File: src/rtl/logic_axi4_lite_pkg.sv
// logic_axi4_lite_pkg: shared AXI4-Lite field types
package logic_axi4_lite_pkg;

   typedef struct packed {
      logic instruction;
      logic non_secure;
      logic privileged;
   } access_t;

   typedef enum logic [1:0] {
      RESP_OKAY   = 2'd0,
      RESP_EXOKAY = 2'd1,
      RESP_SLVERR = 2'd2,
      RESP_DECERR = 2'd3
   } response_t;

endpackage

File: src/rtl/logic_axi4_lite_buffer_queue.sv
// logic_axi4_lite_buffer_queue: first-word-fall-through FIFO, valid/ready on both sides
module logic_axi4_lite_buffer_queue #(
   parameter int WIDTH    = 1,
   parameter int CAPACITY = 4
) (
   input  logic             clk,
   input  logic             rst,
   input  logic             in_valid,
   output logic             in_ready,
   input  logic [WIDTH-1:0] in_data,
   output logic             out_valid,
   input  logic             out_ready,
   output logic [WIDTH-1:0] out_data
);

   localparam int AW = $clog2(CAPACITY);

   logic [AW:0]      wr_ptr, rd_ptr;
   logic [WIDTH-1:0] mem [CAPACITY];
   logic             full, empty, push, pop;

   assign full      = (wr_ptr[AW] != rd_ptr[AW]) && (wr_ptr[AW-1:0] == rd_ptr[AW-1:0]);
   assign empty     = wr_ptr == rd_ptr;
   // readiness never looks at out_ready, so a full queue refuses a push even while popping
   assign in_ready  = !rst && !full;
   assign out_valid = !rst && !empty;
   assign out_data  = rst ? '0 : mem[rd_ptr[AW-1:0]];
   assign push      = in_valid && in_ready;
   assign pop       = out_valid && out_ready;

   always_ff @(posedge clk) begin
      if (rst) begin
         wr_ptr <= '0;
         rd_ptr <= '0;
      end else begin
         if (push) wr_ptr <= wr_ptr + 1'b1;
         if (pop) rd_ptr <= rd_ptr + 1'b1;
      end
   end

   always_ff @(posedge clk) begin
      if (push) mem[wr_ptr[AW-1:0]] <= in_data;
   end

endmodule

File: src/rtl/logic_axi4_lite_buffer.sv
// logic_axi4_lite_buffer: per-channel AXI4-Lite elastic buffer with outstanding-credit limits
module logic_axi4_lite_buffer
   import logic_axi4_lite_pkg::*;
#(
   parameter int DATA_BYTES      = 4,
   parameter int ADDRESS_WIDTH   = 1,
   parameter int CAPACITY        = 4,
   parameter int MAX_OUTSTANDING = CAPACITY
) (
   input  logic                     aclk,
   input  logic                     areset,
   input  logic                     slave_awvalid,
   input  logic [ADDRESS_WIDTH-1:0] slave_awaddr,
   input  access_t                  slave_awprot,
   output logic                     slave_awready,
   input  logic                     slave_wvalid,
   input  logic [DATA_BYTES*8-1:0]  slave_wdata,
   input  logic [DATA_BYTES-1:0]    slave_wstrb,
   output logic                     slave_wready,
   input  logic                     slave_bready,
   output logic                     slave_bvalid,
   output response_t                slave_bresp,
   input  logic                     slave_arvalid,
   input  logic [ADDRESS_WIDTH-1:0] slave_araddr,
   input  access_t                  slave_arprot,
   output logic                     slave_arready,
   input  logic                     slave_rready,
   output logic                     slave_rvalid,
   output logic [DATA_BYTES*8-1:0]  slave_rdata,
   output response_t                slave_rresp,
   output logic                     master_awvalid,
   output logic [ADDRESS_WIDTH-1:0] master_awaddr,
   output access_t                  master_awprot,
   input  logic                     master_awready,
   output logic                     master_wvalid,
   output logic [DATA_BYTES*8-1:0]  master_wdata,
   output logic [DATA_BYTES-1:0]    master_wstrb,
   input  logic                     master_wready,
   input  logic                     master_bvalid,
   input  response_t                master_bresp,
   output logic                     master_bready,
   output logic                     master_arvalid,
   output logic [ADDRESS_WIDTH-1:0] master_araddr,
   output access_t                  master_arprot,
   input  logic                     master_arready,
   input  logic                     master_rvalid,
   input  logic [DATA_BYTES*8-1:0]  master_rdata,
   input  response_t                master_rresp,
   output logic                     master_rready
);

   localparam int DW  = DATA_BYTES * 8;
   localparam int AXW = ADDRESS_WIDTH + $bits(access_t);
   localparam int WW  = DW + DATA_BYTES;
   localparam int BW  = $bits(response_t);
   localparam int RW  = DW + BW;
   localparam int CW  = $clog2(MAX_OUTSTANDING + 1);

   logic [CW-1:0]  wr_cnt, rd_cnt;
   logic           aw_credit, ar_credit, aw_ready, ar_ready;
   logic           aw_hs, b_hs, ar_hs, r_hs;
   logic [AXW-1:0] aw_out, ar_out;
   logic [WW-1:0]  w_out;
   logic [BW-1:0]  b_out;
   logic [RW-1:0]  r_out;

   assign aw_credit     = wr_cnt < CW'(MAX_OUTSTANDING);
   assign ar_credit     = rd_cnt < CW'(MAX_OUTSTANDING);
   assign slave_awready = aw_ready && aw_credit;
   assign slave_arready = ar_ready && ar_credit;
   assign aw_hs         = slave_awvalid && slave_awready;
   assign b_hs          = slave_bvalid && slave_bready;
   assign ar_hs         = slave_arvalid && slave_arready;
   assign r_hs          = slave_rvalid && slave_rready;

   logic_axi4_lite_buffer_queue #(.WIDTH(AXW), .CAPACITY(CAPACITY)) u_aw (
      .clk(aclk), .rst(areset),
      .in_valid(slave_awvalid && aw_credit), .in_ready(aw_ready), .in_data({slave_awprot, slave_awaddr}),
      .out_valid(master_awvalid), .out_ready(master_awready), .out_data(aw_out)
   );

   // W is deliberately not credit-gated: it may run ahead of or behind its AW
   logic_axi4_lite_buffer_queue #(.WIDTH(WW), .CAPACITY(CAPACITY)) u_w (
      .clk(aclk), .rst(areset),
      .in_valid(slave_wvalid), .in_ready(slave_wready), .in_data({slave_wstrb, slave_wdata}),
      .out_valid(master_wvalid), .out_ready(master_wready), .out_data(w_out)
   );

   logic_axi4_lite_buffer_queue #(.WIDTH(BW), .CAPACITY(CAPACITY)) u_b (
      .clk(aclk), .rst(areset),
      .in_valid(master_bvalid), .in_ready(master_bready), .in_data(master_bresp),
      .out_valid(slave_bvalid), .out_ready(slave_bready), .out_data(b_out)
   );

   logic_axi4_lite_buffer_queue #(.WIDTH(AXW), .CAPACITY(CAPACITY)) u_ar (
      .clk(aclk), .rst(areset),
      .in_valid(slave_arvalid && ar_credit), .in_ready(ar_ready), .in_data({slave_arprot, slave_araddr}),
      .out_valid(master_arvalid), .out_ready(master_arready), .out_data(ar_out)
   );

   logic_axi4_lite_buffer_queue #(.WIDTH(RW), .CAPACITY(CAPACITY)) u_r (
      .clk(aclk), .rst(areset),
      .in_valid(master_rvalid), .in_ready(master_rready), .in_data({master_rresp, master_rdata}),
      .out_valid(slave_rvalid), .out_ready(slave_rready), .out_data(r_out)
   );

   assign {master_awprot, master_awaddr} = aw_out;
   assign {master_arprot, master_araddr} = ar_out;
   assign {master_wstrb, master_wdata}   = w_out;
   assign slave_bresp                    = response_t'(b_out);
   assign slave_rresp                    = response_t'(r_out[DW +: BW]);
   assign slave_rdata                    = r_out[DW-1:0];

   // credits bound responses in flight, which is what keeps the B and R queues from filling
   always_ff @(posedge aclk) begin
      if (areset) begin
         wr_cnt <= '0;
         rd_cnt <= '0;
      end else begin
         wr_cnt <= wr_cnt + CW'(aw_hs) - CW'(b_hs);
         rd_cnt <= rd_cnt + CW'(ar_hs) - CW'(r_hs);
      end
   end

   a_b_room:      assert property (@(posedge aclk) disable iff (areset) !(master_bvalid && !master_bready));
   a_r_room:      assert property (@(posedge aclk) disable iff (areset) !(master_rvalid && !master_rready));
   a_wr_underrun: assert property (@(posedge aclk) disable iff (areset) !(b_hs && wr_cnt == '0));
   a_rd_underrun: assert property (@(posedge aclk) disable iff (areset) !(r_hs && rd_cnt == '0));

endmodule

File: config.mk
export PLATFORM = sky130hd
export DESIGN_NAME = logic_axi4_lite_buffer
export DESIGN_NICKNAME = d
export VERILOG_FILES = /design/src/rtl/logic_axi4_lite_pkg.sv /design/src/rtl/logic_axi4_lite_buffer_queue.sv /design/src/rtl/logic_axi4_lite_buffer.sv
export SDC_FILE = /design/constraint.sdc
export NUM_CORES = 1
export LEC_CHECK = 0
export BUFFER_PORTS_ARGS = -buffer_cell sky130_fd_sc_hd__buf_2
export CORE_UTILIZATION = 50
export CTS_CLUSTER_DIAMETER = 40
export DETAILED_ROUTE_END_ITERATION = 10
export GPL_TIMING_DRIVEN = 0
export PLACE_DENSITY = 0.71
export SLEW_MARGIN = 10
export SYNTH_ARGS = -nofsm -noshare
export SYNTH_HDL_FRONTEND = slang
export SYNTH_SLANG_ARGS = --single-unit
File: constraint.sdc
create_clock -name aclk -period 2.8 [get_ports aclk]
set_clock_uncertainty 0.05 [all_clocks]
set_input_delay 0.42 -clock aclk [delete_from_list [all_inputs] [get_ports aclk]]
set_output_delay 0.42 -clock aclk [all_outputs]
set_load 0.02 [all_outputs]
# After elaboration in Yosys (flattened, before gate mapping)

Memories as Yosys holds them, arrays and structs flattened. A register that Yosys moved wholly into a read port is not among the register bits.
Cells that the tools add are included.

Memories: 5
Output and inout port bits: 90
Memory bits (writable): 320
Flip-flop bits (word level): 36
Logic and storage cells: 115
Bits of input ports: 92

Equality and inequality tests: 15
Reduce and logical (&&, ||, !) cells: 42
Muxes and demuxes: 25
$lt $le $gt $ge: 2
Add/sub/neg operators: 14

Memories:

| name     | words | width | read ports | clocked after memory_dff | wr ports | line                               | RTL |
|---|---|---|---|---|---|---|---|
| u_w.mem  | 4     | 36    | 1          | 1                        | 1        | logic_axi4_lite_buffer_queue.sv:19 | `logic [WIDTH-1:0] mem [CAPACITY];` |
| u_r.mem  | 4     | 34    | 1          | 1                        | 1        | logic_axi4_lite_buffer_queue.sv:19 |  |
| u_ar.mem | 4     | 4     | 1          | 1                        | 1        | logic_axi4_lite_buffer_queue.sv:19 |  |
| u_aw.mem | 4     | 4     | 1          | 1                        | 1        | logic_axi4_lite_buffer_queue.sv:19 |  |
| u_b.mem  | 4     | 2     | 1          | 1                        | 1        | logic_axi4_lite_buffer_queue.sv:19 |  |

Operators by type and width:

| operator                                          | number |
|---|---|
| two-way mux 36 bit                                | 1 |
| two-way mux 34 bit                                | 1 |
| logical AND 1 bit                                 | 31 |
| adder 3 x 1 -> 3 bit, second input constant       | 10 |
| two-way mux 2 bit                                 | 11 |
| == test 3 bit                                     | 5 |
| zero test 1 bit                                   | 11 |
| == test 2 bit                                     | 5 |
| two-way mux 1 bit                                 | 10 |
| two-way mux 4 bit                                 | 2 |
| adder 3 x 1 -> 3 bit                              | 2 |
| less-than comparator 3 bit, second input constant | 2 |
| subtractor 3 x 1 -> 3 bit                         | 2 |
| inequality test 1 bit                             | 5 |

# Depth between registers and ports, before layout

Word-level depth: 8
Depth in mapped cells: 11
Mapped depth without buffers: 10

# Hierarchy

Synthesis repeated with hierarchy kept, for this count alone.

Cells, all modules: 869
Area total of the unflattened synthesis: 15313.4 µm²

By module, submodules not included:

| module                                   | instances | area an instance (µm²) | seq. area each (µm²) | cells each |
|---|---|---|---|---|
| logic_axi4_lite_buffer_queue at u_w      | 1         | 6010.8                 | 4484.3               | 294 |
| logic_axi4_lite_buffer_queue at u_r      | 1         | 5705.5                 | 4244.1               | 281 |
| logic_axi4_lite_buffer_queue at u_ar ... | 2         | 1169.9                 | 640.6                | 90 |
| logic_axi4_lite_buffer_queue at u_b      | 1         | 904.6                  | 400.4                | 82 |
| logic_axi4_lite_buffer                   | 1         | 352.8                  | 120.1                | 32 |

# Least setup slack after synthesis

No wires, ideal clock.

Path type: register to register
From: register u_b.wr_ptr[1]
To: register wr_cnt[2]
Arrival: 2.298 ns
Path slack: 0.335 ns
Library setup time: 0.117 ns
Path buffers: 0
Clock period less this slack: 2.465 ns
Data required time: 2.633 ns
Stages on the path, launching flop included: 11
Path through: dfxtp_1 -> xor2_1 -> o31a_2 -> and2_1 -> ha_1 -> inv_1 -> ha_1 -> fa_1 -> xnor2_1 -> xnor2_1 -> nor2_1

Word-level cells in the longest chain between the ends: 5

RTL lines:

| what                      | line                               | RTL |
|---|---|---|
| start: declaration        | logic_axi4_lite_buffer_queue.sv:18 | `logic [AW:0] wr_ptr, rd_ptr;` |
| start signal: assignment  | logic_axi4_lite_buffer_queue.sv:36 | `if (push) wr_ptr <= wr_ptr + 1'b1;` |
| == test 3 bit             | logic_axi4_lite_buffer_queue.sv:23 | `assign empty = wr_ptr == rd_ptr;` |
| zero test 1 bit           | logic_axi4_lite_buffer_queue.sv:26 | `assign out_valid = !rst && !empty;` |
| logical AND 1 bit         | logic_axi4_lite_buffer_queue.sv:26 |  |
| logical AND 1 bit         | logic_axi4_lite_buffer.sv:72       | `assign b_hs = slave_bvalid && slave_bready;` |
| via b_hs                  | logic_axi4_lite_buffer.sv:61       | `logic aw_hs, b_hs, ar_hs, r_hs;` |
| subtractor 3 x 1 -> 3 bit | logic_axi4_lite_buffer.sv:120      | `wr_cnt <= wr_cnt + CW'(aw_hs) - CW'(b_hs);` |
| end signal: assignment    | logic_axi4_lite_buffer.sv:120      |  |
| end: declaration          | logic_axi4_lite_buffer.sv:59       | `logic [CW-1:0] wr_cnt, rd_cnt;` |

The timed path passes the listed nets, and every way through them passes these cells.
A chain may end at the register's enable or synchronous reset.

==> run summary <==
Worst Tran Pin Value = 0.6935 ns
Inst Count DP = 1396
CTS tree = built
Area contributors post-synth = edfxtp_1 64%, mux4_2 12%, dfxtp_1 6.1%
WP data arrival = 2.24 ns
Post-synthesis cell area = 14970 um^2
Fmax = 369.1 MHz
Mapped Avg Cell Area = 18.19 um^2
Die X = 175.1 um
Critical Path RT = 2.33 ns
Final Hold Vio Count = 0
# Post-CTS Setup Buffers = 0
CTS Buffer Depth = 3
Detailed-router iteration count before antenna repair = 4
Relative slew slack = 53.77%
Worst path bufs/invs = 3
Slowest stage delay, CP = 0.55 ns
Ys async rst share = 0%
Syn nets = 946
I/O pin cnt = 182
Syn Inst Count = 823
Root Buffer Master = clkbuf_16
Final min period = 2.709 ns
Post-synthesis sequential area ratio = 70.32%
Total CTS buffers = 46
Finished Layout Cells = 1482
RSZ-0062 raised after global routing = yes
Core area = 29090 um^2
Crit-path max FO = 10
Pin count of the biggest net entering global routing = 30
H-tree depth = 2
Layout area overhead = 21.35%
Top_reg_cell synth = edfxtp_1
Initial antenna violation count = 8
Layout cells sized above 1 = 36.71%
Most common cell after layout, fill and taps aside = edfxtp_1
Post-synth top area cell = edfxtp_1
Post-Route WL = 28930 um
Slowest cell on the critical path = mux4_2
Number of synthesized flops with an enable pin = 320
Grt total ovfl = 0
All-Layer GR Usage = 19.25%
Crit path depth = 5
Via density per instance = 5.383
Critical path capture point type = primary output
Post-Route Setup TNS = 0 ns
DR iter-0 viols = 426
Post-synth top area share = 64.17%
Yosys reg bits = 366
CP dominant cell by count = buf_2
Starting Density = 51.48%
Crit path max-delay family = buffers and inverters
# DRC = 0
Worst setup SP type = register
Outcome = completed
FF-to-FF path depth = 10
Critical path class = register to primary output
First-pass GRT wire length = 44800 um
Leak = 6.580 nW
Vias post-DR = 7978
Most frequent cells in the layout = 320 x edfxtp_1, 191 x buf_2, 86 x and2_1
Post-synth cell types = 47
Ys Warns = 0
Final Max Slew Viols = 0
Vias in the first global route = 8194
Design Power = 14.65 mW
Worst Hold Class = input port to register
Peak VDD IR = 0.7344 mV
Final period util = 96.76%
DP HPWL = 19400 um
Final Core Density = 62.46%
Row count = 62
Gpl congestion = 0.7753
Filler cell count = 2130
Fin nets = 1181
Clock Sinks = 366
Die Y-Extent = 175.1 um
Max Cap Viol = 0
Hold depth = 1
Pwr dens = 806.3 nW/um^2
Clock Latency Late Sink = 0.54 ns
Endpoints failing setup = 0
Post-route ant nets = 0
Die area = 30640 um^2
CTS clock-pin slew for the worst setup and hold paths = 0.06 ns
DR WL/cell = 19.52 um
Crit-path cells = buf_2 -> buf_4 -> mux4_2 -> and2_1 -> buf_2
PortBufs = 181
==> routing by layer <==
layer	routed length (um)	up-vias	share of wire [%]	track usage, %
met3	2154	47	7.4	6.353
met4	420	12	1.5	4.746
met5	75	-	0.26	0
met2	13780	211	48	31.48
met1	12490	3999	43	24.89
li1	-	3709	-	-
==> cells by family after synthesis <==
| group | Yosys count | synth area share [%] |
|---|---|---|
| xor gates and xnor gates | 28 | 1.738 |
| DFF | 366 | 70.32 |
| adders and majority gates | 31 | 2.691 |
| muxes | 107 | 14.00 |
| buffers and inverters | 58 | 1.713 |
| and+or+nand+nor | 196 | 7.654 |
| AOI/OAI and AO/OA | 37 | 1.880 |
==> through the flow <==
stage                     hold WS [ns]  worst slack (ns)  area, um^2
after CTS                      0.01984          0.002299       18150
after floorplan                 0.4284            0.3347       14970
after global placement          0.4515           -0.8533       16360
after global routing           0.01257          -0.03074       18170
after detailed placement        0.4557           -0.6049       16550
final                          0.04274           0.09069       18170
==> registers in the layout (all words and copies together), names as in the netlist, 8 cells and up, named ones only <==
| signal | count |
|---|---|
| u_w.mem | 144 |
| u_r.mem | 136 |
| u_ar.mem | 16 |
| u_aw.mem | 16 |
| u_b.mem | 8 |
==> power by group <==
group / total (mW) / internal, mW / switching, mW
registers: 6.40 / 6.21 / 0.187
logic: 2.20 / 1.05 / 1.15
clock network: 6.05 / 3.75 / 2.31
total: 14.7 / 11.0 / 3.65
==> synthesized netlist by cell type, types with 2 or more instances <==
| cell type | instances |
|---|---|
| and3_1 | 3 |
| mux2i_1 | 10 |
| mux4_2 | 80 |
| buf_4 | 7 |
| a311oi_1 | 3 |
| nand3_1 | 6 |
| and2_1 | 86 |
| and3_2 | 4 |
| and4_1 | 9 |
| clkbuf_1 | 16 |
| dfxtp_1 | 46 |
| a21oi_1 | 5 |
| inv_1 | 24 |
| xnor2_1 | 14 |
| nand2b_1 | 7 |
| nand4bb_1 | 2 |
| nand3b_1 | 2 |
| o31a_1 | 6 |
| nand2_1 | 24 |
| xnor2_2 | 2 |
| a211o_1 | 4 |
| nor2b_1 | 13 |
| nor2_1 | 23 |
| fa_1 | 2 |
| mux2_2 | 15 |
| buf_2 | 9 |
| ha_1 | 29 |
| nor3_1 | 6 |
| nand4_1 | 2 |
| a31oi_1 | 12 |
| nor4_1 | 5 |
| o21ai_0 | 2 |
| xor2_1 | 12 |
| edfxtp_1 | 320 |
==> final cells by class <==
class,instances,area [um^2],share of cell area (%)
diodes,3,7.507,0.04131
inverters,24,90.09,0.4958
well taps,384,480.5,2.644
repair buffers,189,1081,5.949
multi-input cells,399,4205,23.14
clock inverters,35,434.2,2.389
plain buffers,32,166.4,0.9158
flip-flops and latches,366,10530,57.95
clock buffers,50,1176,6.472
==> final timing paths <==
check                                startpoint              end  slack, ns
worst max register to register    u_b.wr_ptr[0]        wr_cnt[2]       0.18
worst min register to register   u_aw.rd_ptr[1]         register       0.47
worst max-delay path                   register  slave_rdata[10]       0.09
worst min-delay path            slave_wdata[22]   u_w.mem[3][22]       0.04
==> timing repair <==
action                                  in CTS  in global routing
hold buffers                                 0                  0
resized for setup                            3                  5
endpoints found under the setup margin      35                 23
(Power assumes the default switching activity.)
